**config.mk**
```make
export PLATFORM = sky130hd
export DESIGN_NAME = alu_issue_controller
export DESIGN_NICKNAME = d
export VERILOG_FILES = /design/src/rtl/alu_issue_controller_pkg.sv /design/src/rtl/alu_issue_controller_regfile.sv /design/src/rtl/alu_issue_controller.sv
export SDC_FILE = /design/constraint.sdc
export NUM_CORES = 1
export LEC_CHECK = 0
export BUFFER_PORTS_ARGS = -buffer_cell sky130_fd_sc_hd__buf_4
export CAP_MARGIN = 20
export CORE_ASPECT_RATIO = 2
export CORE_MARGIN = 4
export CORE_UTILIZATION = 60
export CTS_BUF_LIST = sky130_fd_sc_hd__clkbuf_4
export CTS_CLUSTER_DIAMETER = 100
export DETAILED_ROUTE_END_ITERATION = 8
export PLACE_DENSITY = 0.8
export SKIP_LAST_GASP = 1
export SLEW_MARGIN = 20
export SYNTH_ARGS = -nofsm -noshare
export SYNTH_HDL_FRONTEND = slang
export SYNTH_HIERARCHICAL = 1
export SYNTH_SLANG_ARGS = --single-unit
```
**constraint.sdc**
```tcl
create_clock -name clk -period 7.7 [get_ports clk]
set_input_delay 0.385 -clock clk [delete_from_list [all_inputs] [get_ports clk]]
set_output_delay 0.385 -clock clk [all_outputs]
set_load 0.1 [all_outputs]
```
**src/rtl/alu_issue_controller_pkg.sv**
```systemverilog
// ============================================================================
// Module  : alu_issue_controller_pkg
// Brief   : Shared opcodes, function-select codes, FSM states and widths for
//           the issue controller and its external functional unit.
// Revision: 1.0 - initial release
// ============================================================================
`default_nettype none

package alu_issue_controller_pkg;

  localparam int DATA_W = 16;
  localparam int RIDX_W = 3;
  localparam int OP_W   = 4;
  localparam int FS_W   = 3;
  localparam int IMM_W  = 9;

  localparam logic [OP_W-1:0] OP_ADD = 4'b0000;
  localparam logic [OP_W-1:0] OP_SUB = 4'b0001;
  localparam logic [OP_W-1:0] OP_AND = 4'b0010;
  localparam logic [OP_W-1:0] OP_OR  = 4'b0011;
  localparam logic [OP_W-1:0] OP_XOR = 4'b0100;
  localparam logic [OP_W-1:0] OP_NOT = 4'b0101;
  localparam logic [OP_W-1:0] OP_SLA = 4'b0110;
  localparam logic [OP_W-1:0] OP_SRA = 4'b0111;
  localparam logic [OP_W-1:0] OP_LDI = 4'b1000;

  localparam logic [FS_W-1:0] FS_ADD = 3'b000;
  localparam logic [FS_W-1:0] FS_SUB = 3'b001;
  localparam logic [FS_W-1:0] FS_AND = 3'b010;
  localparam logic [FS_W-1:0] FS_OR  = 3'b011;
  localparam logic [FS_W-1:0] FS_XOR = 3'b100;
  localparam logic [FS_W-1:0] FS_NOT = 3'b101;
  localparam logic [FS_W-1:0] FS_SLA = 3'b110;
  localparam logic [FS_W-1:0] FS_SRA = 3'b111;

  typedef enum logic [1:0] {
    ST_IDLE      = 2'd0,
    ST_DECODE    = 2'd1,
    ST_EXECUTE   = 2'd2,
    ST_WRITEBACK = 2'd3
  } state_t;

endpackage

`default_nettype wire

```
**src/rtl/alu_issue_controller_regfile.sv**
```systemverilog
// ============================================================================
// Module  : alu_regfile
// Brief   : Register file, two operand read ports, one write port, plus a
//           debug read port. R0 is hardwired to zero.
// Revision: 1.0 - initial release
// ============================================================================
`default_nettype none

module alu_regfile #(
  parameter int DATA_W = 16,
  parameter int NREG   = 8,
  parameter int AW     = 3
) (
  input  logic              clk,
  input  logic              rst,
  input  logic              i_we,
  input  logic [AW-1:0]     i_waddr,
  input  logic [DATA_W-1:0] i_wdata,
  input  logic [AW-1:0]     i_raddr_a,
  output logic [DATA_W-1:0] o_rdata_a,
  input  logic [AW-1:0]     i_raddr_b,
  output logic [DATA_W-1:0] o_rdata_b,
  input  logic [AW-1:0]     i_raddr_dbg,
  output logic [DATA_W-1:0] o_rdata_dbg
);

  logic [DATA_W-1:0] r_mem [NREG];

  always_ff @(posedge clk or posedge rst) begin
    if (rst) begin
      for (int i = 0; i < NREG; i++) begin
        r_mem[i] <= '0;
      end
    end else if (i_we && (i_waddr != '0)) begin
      r_mem[i_waddr] <= i_wdata;
    end
  end

  assign o_rdata_a   = (i_raddr_a   == '0) ? '0 : r_mem[i_raddr_a];
  assign o_rdata_b   = (i_raddr_b   == '0) ? '0 : r_mem[i_raddr_b];
  assign o_rdata_dbg = (i_raddr_dbg == '0) ? '0 : r_mem[i_raddr_dbg];

endmodule

`default_nettype wire

```
**src/rtl/alu_issue_controller.sv**
```systemverilog
// ============================================================================
// Module  : alu_issue_controller
// Brief   : Four-state issue FSM feeding an external functional unit and
//           writing results back into an 8-entry register file.
// Revision: 1.0 - initial release
// ============================================================================
`default_nettype none

module alu_issue_controller #(
  parameter int DATA_W = alu_issue_controller_pkg::DATA_W,
  parameter int NREG   = 8
) (
  input  logic              clk,
  input  logic              rst,
  input  logic              instr_valid,
  output logic              instr_ready,
  input  logic [15:0]       instr,
  output logic [2:0]        FS,
  output logic [DATA_W-1:0] inS,
  output logic [DATA_W-1:0] inT,
  input  logic [DATA_W-1:0] F,
  output logic              done,
  output logic              err,
  input  logic [2:0]        dbg_addr,
  output logic [DATA_W-1:0] dbg_data
);

  import alu_issue_controller_pkg::*;

  state_t                r_state;
  state_t                w_next;
  logic [15:0]           r_instr;
  logic [FS_W-1:0]       r_fs;
  logic [DATA_W-1:0]     r_ins;
  logic [DATA_W-1:0]     r_int;
  logic [DATA_W-1:0]     r_result;
  logic                  r_done;
  logic                  r_err;

  logic [OP_W-1:0]       w_op;
  logic [RIDX_W-1:0]     w_rd;
  logic [RIDX_W-1:0]     w_rs;
  logic [RIDX_W-1:0]     w_rt;
  logic [IMM_W-1:0]      w_imm9;
  logic                  w_is_alu;
  logic                  w_is_ldi;
  logic                  w_illegal;
  logic                  w_we;
  logic [DATA_W-1:0]     w_wdata;
  logic [DATA_W-1:0]     w_rdata_s;
  logic [DATA_W-1:0]     w_rdata_t;

  assign w_op      = r_instr[15:12];
  assign w_rd      = r_instr[11:9];
  assign w_rs      = r_instr[8:6];
  assign w_rt      = r_instr[5:3];
  assign w_imm9    = r_instr[8:0];
  assign w_is_alu  = ~w_op[3];
  assign w_is_ldi  = (w_op == OP_LDI);
  assign w_illegal = w_op[3] & ~w_is_ldi;

  assign instr_ready = (r_state == ST_IDLE);

  always_comb begin
    w_next = r_state;
    case (r_state)
      ST_IDLE:      if (instr_valid) w_next = ST_DECODE;
      ST_DECODE:    w_next = ST_EXECUTE;
      ST_EXECUTE:   w_next = ST_WRITEBACK;
      ST_WRITEBACK: w_next = ST_IDLE;
      default:      w_next = ST_IDLE;
    endcase
  end

  always_ff @(posedge clk or posedge rst) begin
    if (rst) begin
      r_state <= ST_IDLE;
    end else begin
      r_state <= w_next;
    end
  end

  // done/err are registered at the end of EXECUTE so they are high exactly
  // for the WRITEBACK cycle, together with the register write.
  always_ff @(posedge clk or posedge rst) begin
    if (rst) begin
      r_instr  <= '0;
      r_fs     <= '0;
      r_ins    <= '0;
      r_int    <= '0;
      r_result <= '0;
      r_done   <= 1'b0;
      r_err    <= 1'b0;
    end else begin
      r_done <= 1'b0;
      r_err  <= 1'b0;
      if (r_state == ST_IDLE && instr_valid) begin
        r_instr <= instr;
      end
      if (r_state == ST_DECODE && w_is_alu) begin
        r_fs  <= w_op[FS_W-1:0];
        r_ins <= w_rdata_s;
        r_int <= w_rdata_t;
      end
      if (r_state == ST_EXECUTE) begin
        r_result <= F;
        r_done   <= 1'b1;
        r_err    <= w_illegal;
      end
    end
  end

  assign w_we    = (r_state == ST_WRITEBACK) && (w_is_alu || w_is_ldi);
  assign w_wdata = w_is_ldi ? {{(DATA_W-IMM_W){w_imm9[IMM_W-1]}}, w_imm9} : r_result;

  alu_regfile #(
    .DATA_W (DATA_W),
    .NREG   (NREG),
    .AW     (RIDX_W)
  ) u_regfile (
    .clk         (clk),
    .rst         (rst),
    .i_we        (w_we),
    .i_waddr     (w_rd),
    .i_wdata     (w_wdata),
    .i_raddr_a   (w_rs),
    .o_rdata_a   (w_rdata_s),
    .i_raddr_b   (w_rt),
    .o_rdata_b   (w_rdata_t),
    .i_raddr_dbg (dbg_addr),
    .o_rdata_dbg (dbg_data)
  );

  assign FS   = r_fs;
  assign inS  = r_ins;
  assign inT  = r_int;
  assign done = r_done;
  assign err  = r_err;

endmodule

`default_nettype wire

```
# == Word level (Yosys, flattened, before mapping) ==
# Index checks and enable logic that the tools add are counted.
# totals
n_memories,0
regBits,199
out_inout_bits,54
latch_bits,0
ramBits,0
romBits,0
# op_classes
n_mul,0
bitwise_logic,7
n_eq_ne,5
shifts,0
magnitude_cmp,5
div,0
addsub,0
muxes,20
n_reduce_logical,11
# op_table
cell,count
16-bit 2-to-1 mux,11
16-bit binary-select mux with 3-bit select,3
128-bit bitwise mux,1
16-bit demux with 3-bit select,1
4-bit >= comparator (second input constant),4
3-bit inverter with 4-bit output,4
3-bit zero test,3
2-bit one-hot mux with 4 select lines,1
1-bit logical AND,5
2-bit == test (second input constant),2
4-bit == test (second input constant),1
4-bit by 1-bit less-than comparator with 1-bit output (second input constant),1
3-bit nonzero test,1
2-bit by 1-bit == test with 1-bit output (second input constant),1
2-bit zero test,1
1-bit 2-to-1 mux,2
2-bit 2-to-1 mux,1
2-bit != test (second input constant),1
1-bit inverter,2
1-bit bitwise AND,1
1-bit logical OR,1

# == Depth between registers and ports, before layout ==
# logic_depth
ltp_word,6
depth_mapped,7
ltp_nobuf,5

# == Hierarchy ==
# The synthesis kept the hierarchy.
# by_module_without_submodules
mod,cells_per_inst,n_inst,seq_area_each_um2,area_per_inst_um2
alu_regfile,548,1,2802.7,7140.6
alu_issue_controller,178,1,1776.7,2900.3

# == Least setup slack after synthesis ==
# Ideal clock, no wire load.
# synth_path
path_kind,input to output
startpoint,in dbg_addr[2]
endpoint,out dbg_data[0]
cell_stages,5
t_arrival_ps,3329
setup_slack_ps,3986
path_buffers,3
required_ps,7315
path_cell_list,buf_2 -> and2_1 -> clkbuf_1 -> buf_2 -> a221oi_1
# synth_between
elab_chain_cells,5
word_cells_on_any_way,6
cone_classes,mux (4); bitwise (1); reduce/logical (1)
# synth_lines
item,line_no,source
start: declaration,alu_issue_controller.sv:24,"input logic [2:0] dbg_addr,"
3-bit inverter with 4-bit output (not written as such),alu_issue_controller_regfile.sv:41,assign o_rdata_dbg = (i_raddr_dbg == '0) ? '0 : r_mem[i_raddr_dbg];
16-bit binary-select mux with 3-bit select,alu_issue_controller_regfile.sv:41,
16-bit 2-to-1 mux (not written as such) (2 in series),alu_issue_controller_regfile.sv:41,
16-bit 2-to-1 mux *,alu_issue_controller_regfile.sv:41,
end: declaration,alu_issue_controller.sv:25,output logic [DATA_W-1:0] dbg_data
# Mark *: on every way between the ends. The rest lies on a longest branch, timed or not. The select of a mux whose other input is x is not followed.

# == Worst setup path after layout ==
# layout_path
startpoint,reg r_instr[3]
endpoint,reg r_int[3] (netlist: inT[3])
# layout_between
elab_chain_cells,5
word_cells_on_any_way,6
cone_classes,mux (4); bitwise (1); reduce/logical (1)
# layout_lines
item,line_no,source
start: declaration,alu_issue_controller.sv:32,logic [15:0] r_instr;
start signal: assignment,alu_issue_controller.sv:98,r_instr <= instr;
3-bit inverter with 4-bit output (not written as such),alu_issue_controller_regfile.sv:40,assign o_rdata_b = (i_raddr_b == '0) ? '0 : r_mem[i_raddr_b];
16-bit binary-select mux with 3-bit select,alu_issue_controller_regfile.sv:40,
16-bit 2-to-1 mux (not written as such) (2 in series),alu_issue_controller_regfile.sv:40,
16-bit 2-to-1 mux *,alu_issue_controller_regfile.sv:40,
net w_rdata_t[3],alu_issue_controller.sv:51,logic [DATA_W-1:0] w_rdata_t;
end signal: assignment,alu_issue_controller.sv:103,r_int <= w_rdata_t;
end: declaration,alu_issue_controller.sv:35,logic [DATA_W-1:0] r_int;
# Mark *: on every way through the listed nets, which the timed path passes. The rest lies on a longest branch. The select of a mux whose other input is x is not followed.
# A chain may end at the register's enable or synchronous reset.

==> impl_metrics.ini <==
[outcome]
outcome = finished clean

[final_layout]
stdcell_area_um2 = 11160
area_delta_synth_final_pct = 11.18
drive_above_1_share_pct = 48.66
layout.nets = 849

[timing]
period_share_pct = 40.03
relSlewSlack_pct = 19.22
setup_violations = 0
grt_setup_unrepaired = false
tightest_slew_ps = 1208
min_period_ps = 3082
hold_viol = 0
tns_ps = 0
slew_violations = 0
fin_worst_skew_ps = 32.47
timing.fmax_mhz = 324.5

[global_routing]
grt_max_degree = 62
track_usage_pct = 30.01
grt_pass1_vias = 7764
antenna_found_initial = 1
grt.overflow.total = 0
grt_pass1_wl_um = 43190

[placed_design]
hpwlAfterDp_um = 17180
place.gp.congestion = 0.8049
placed_area_um2 = 10650
port_buffers = 91

[synthesis]
synth_edf_count = 0
syn_area_um2 = 10040
synth_area_leaders = dfrtp_1 (46%), mux2_2 (25%), mux2i_1 (9.6%)
yosys_warnings = 6
synthSimpleGateAreaFrac_pct = 2.717
synth-xor-area-share_pct = 0
synth_top_cell_area_share_pct = 45.61
synth.avg_cell_area_um2 = 13.83
muxShareOfSynthArea_pct = 37.68
synthFlopType = dfrtp_1
synth-compound-area-share_pct = 8.573
synth_nets = 768
synth_most_common_cell = mux2_2
yosysUniqueCellTypes = 33
synth_adder_area_share_pct = 0.4984
yosysSeqAreaShare_pct = 45.61
async_reset_ff_share_pct = 100.0
yosys-top-cells-count = mux2_2 (224), dfrtp_1 (183), mux2i_1 (96), a221oi_1 (91), buf_2 (22)
synth_top_family_by_area = multiplexers
synth-seq-cells = 183
synth_cells = 726
yosys.area.top_type = dfrtp_1

[worst_setup_path]
start_kind = flip-flop
cp_slowest_cell = nor2b_2
max_stage_delay_ps = 940
cp-end-kind = flip-flop
crit_required_ps = 8210
worst-path-max-fanout = 30
crit_path_frequent_cell = a221oi_1
crit_arrival_ps = 3590
crit_chain = buf_4 -> nor2b_2 -> a221oi_1 -> a221oi_1 -> mux2_2
path_class = flip-flop to flip-flop

[job]
drv_cap = 0

[power]
ir_drop_v = 0.0003698
power.density_nw_per_um2 = 489.0
leakagePower_uw = 0.005131

[die]
row_count = 66
io_pins = 92
die_w_um = 99.48
start_util_pct = 61.41
die_area_um2 = 18990
core_um2 = 16350
die_y_um = 190.9

[detailed_routing]
dr.pass1.iters = 5
vias = 7082
ant_nets = 0
drc = 0
wl_per_cell_um = 27.15
via_per_inst = 6.909
drtIter0Drc = 442
wl_um = 27830

[clocking]
insertion_delay_ps = 580
clockRootBuffer = clkbuf_4
postCtsSetupBuffers = 0
cts_num_sinks = 183
hold_buffers = 15
htree_levels = 4
cts_resized = 0
clk_pin_slew_ps = 140
cts_buffer_depth = 2
numCtsBuffers = 17
cts_tree = done

[min_path]
holdCritPathClass = input pin to flip-flop
cells in the final DEF, fill, tap and decap left out, types with 3 or more instances in the layout:
cell             n
mux2_4          20
inv_1            4
dlygate4sd3_1   22
nand4b_4         3
buf_4          104
mux2i_1         96
clkinvlp_4       4
ha_1             4
and2_1           4
nor2b_2          6
a221oi_1        91
inv_6            4
clkbuf_4        20
mux2_2         224
nand2_1          4
dfrtp_1        181
power breakdown:
group          internal, uW  leakage, uW  total [uW]  switching [uW]
sequential             1380      0.00231        1840             463
clock                   208     0.000147         552             344
combinational          1190      0.00268        3060            1870
cell families after synthesis:
kind of cell             count (synthesis)
AO/OA/AOI/OAI                          100
flip-flops                             183
multiplexers                           340
buffers and inverters                   71
AND/OR/NAND/NOR                         28
adder cells (fa/ha/maj)                  4
cell type report:
cell class | instances | area, um2
fill | 1185 | 5187
multi-input combinational | 472 | 4985
sequential | 183 | 4582
timing repair buffer | 127 | 1021
tap | 204 | 255.2
clock buffer | 20 | 150.1
clock inverter | 12 | 142.6
inverter | 6 | 25.02
antenna | 1 | 2.502
per-layer routing:
metal / vias up / global-route usage (%) / part of all wire, %
li1: 2979 / - / -
met1: 3617 / 34.14 / 36
met2: 366 / 50.73 / 52
met3: 120 / 6.392 / 6.4
met4: 0 / 18.78 / 6.0
met5: - / 0 / 0
sequential cells by signal, summed over array words and instances (netlist names):
signal,cells
r_result,16
FS,3
u_regfile/r_mem,112
r_instr,16
r_state,2
inS,16
err,1
inT,16
done,1
worst max-delay path, delay by kind of cell, from the launching register on:
kind | cells | cell delay (ps)
flops | 1 | 800
compound gates | 2 | 510
buf+inv | 1 | 550
mux | 1 | 210
simple gates | 1 | 940
metrics by stage:
| stage | cells | util (%) | worst slack [ps] | hold slack (ps) | total power, uW |
|---|---|---|---|---|---|
| 3_3_place_gp | 969 | 65.00 | 4842 | 484.1 | 4738 |
| 3_5_place_dp | 970 | 65.12 | 4750 | 487.6 | 4871 |
| 4_1_cts | 1017 | 67.83 | 4729 | 0.1957 | 5428 |
| 5_1_grt | 1025 | 68.27 | 4545 | 0.8246 | 5708 |
| 2_1_floorplan | 726 | - | 3986 | 473.7 | 4174 |
| 6_report | 1025 | 68.27 | 4618 | 47.67 | 5459 |
worst paths after layout:
check,start,end,slack (ps),cells after the start
max,r_instr[3],inT[3],4620,5
min,F[0],r_result[0],50,2
max reg2reg,r_instr[3],inT[3],4620,5
min reg2reg,r_result[1],r_result[1],520,1
max in group asynchronous,rst,u_regfile/r_mem[13],6000,4
min in group asynchronous,rst,u_regfile/r_mem[47],490,3
No activity file was read; power rests on OpenSTA's default activity.
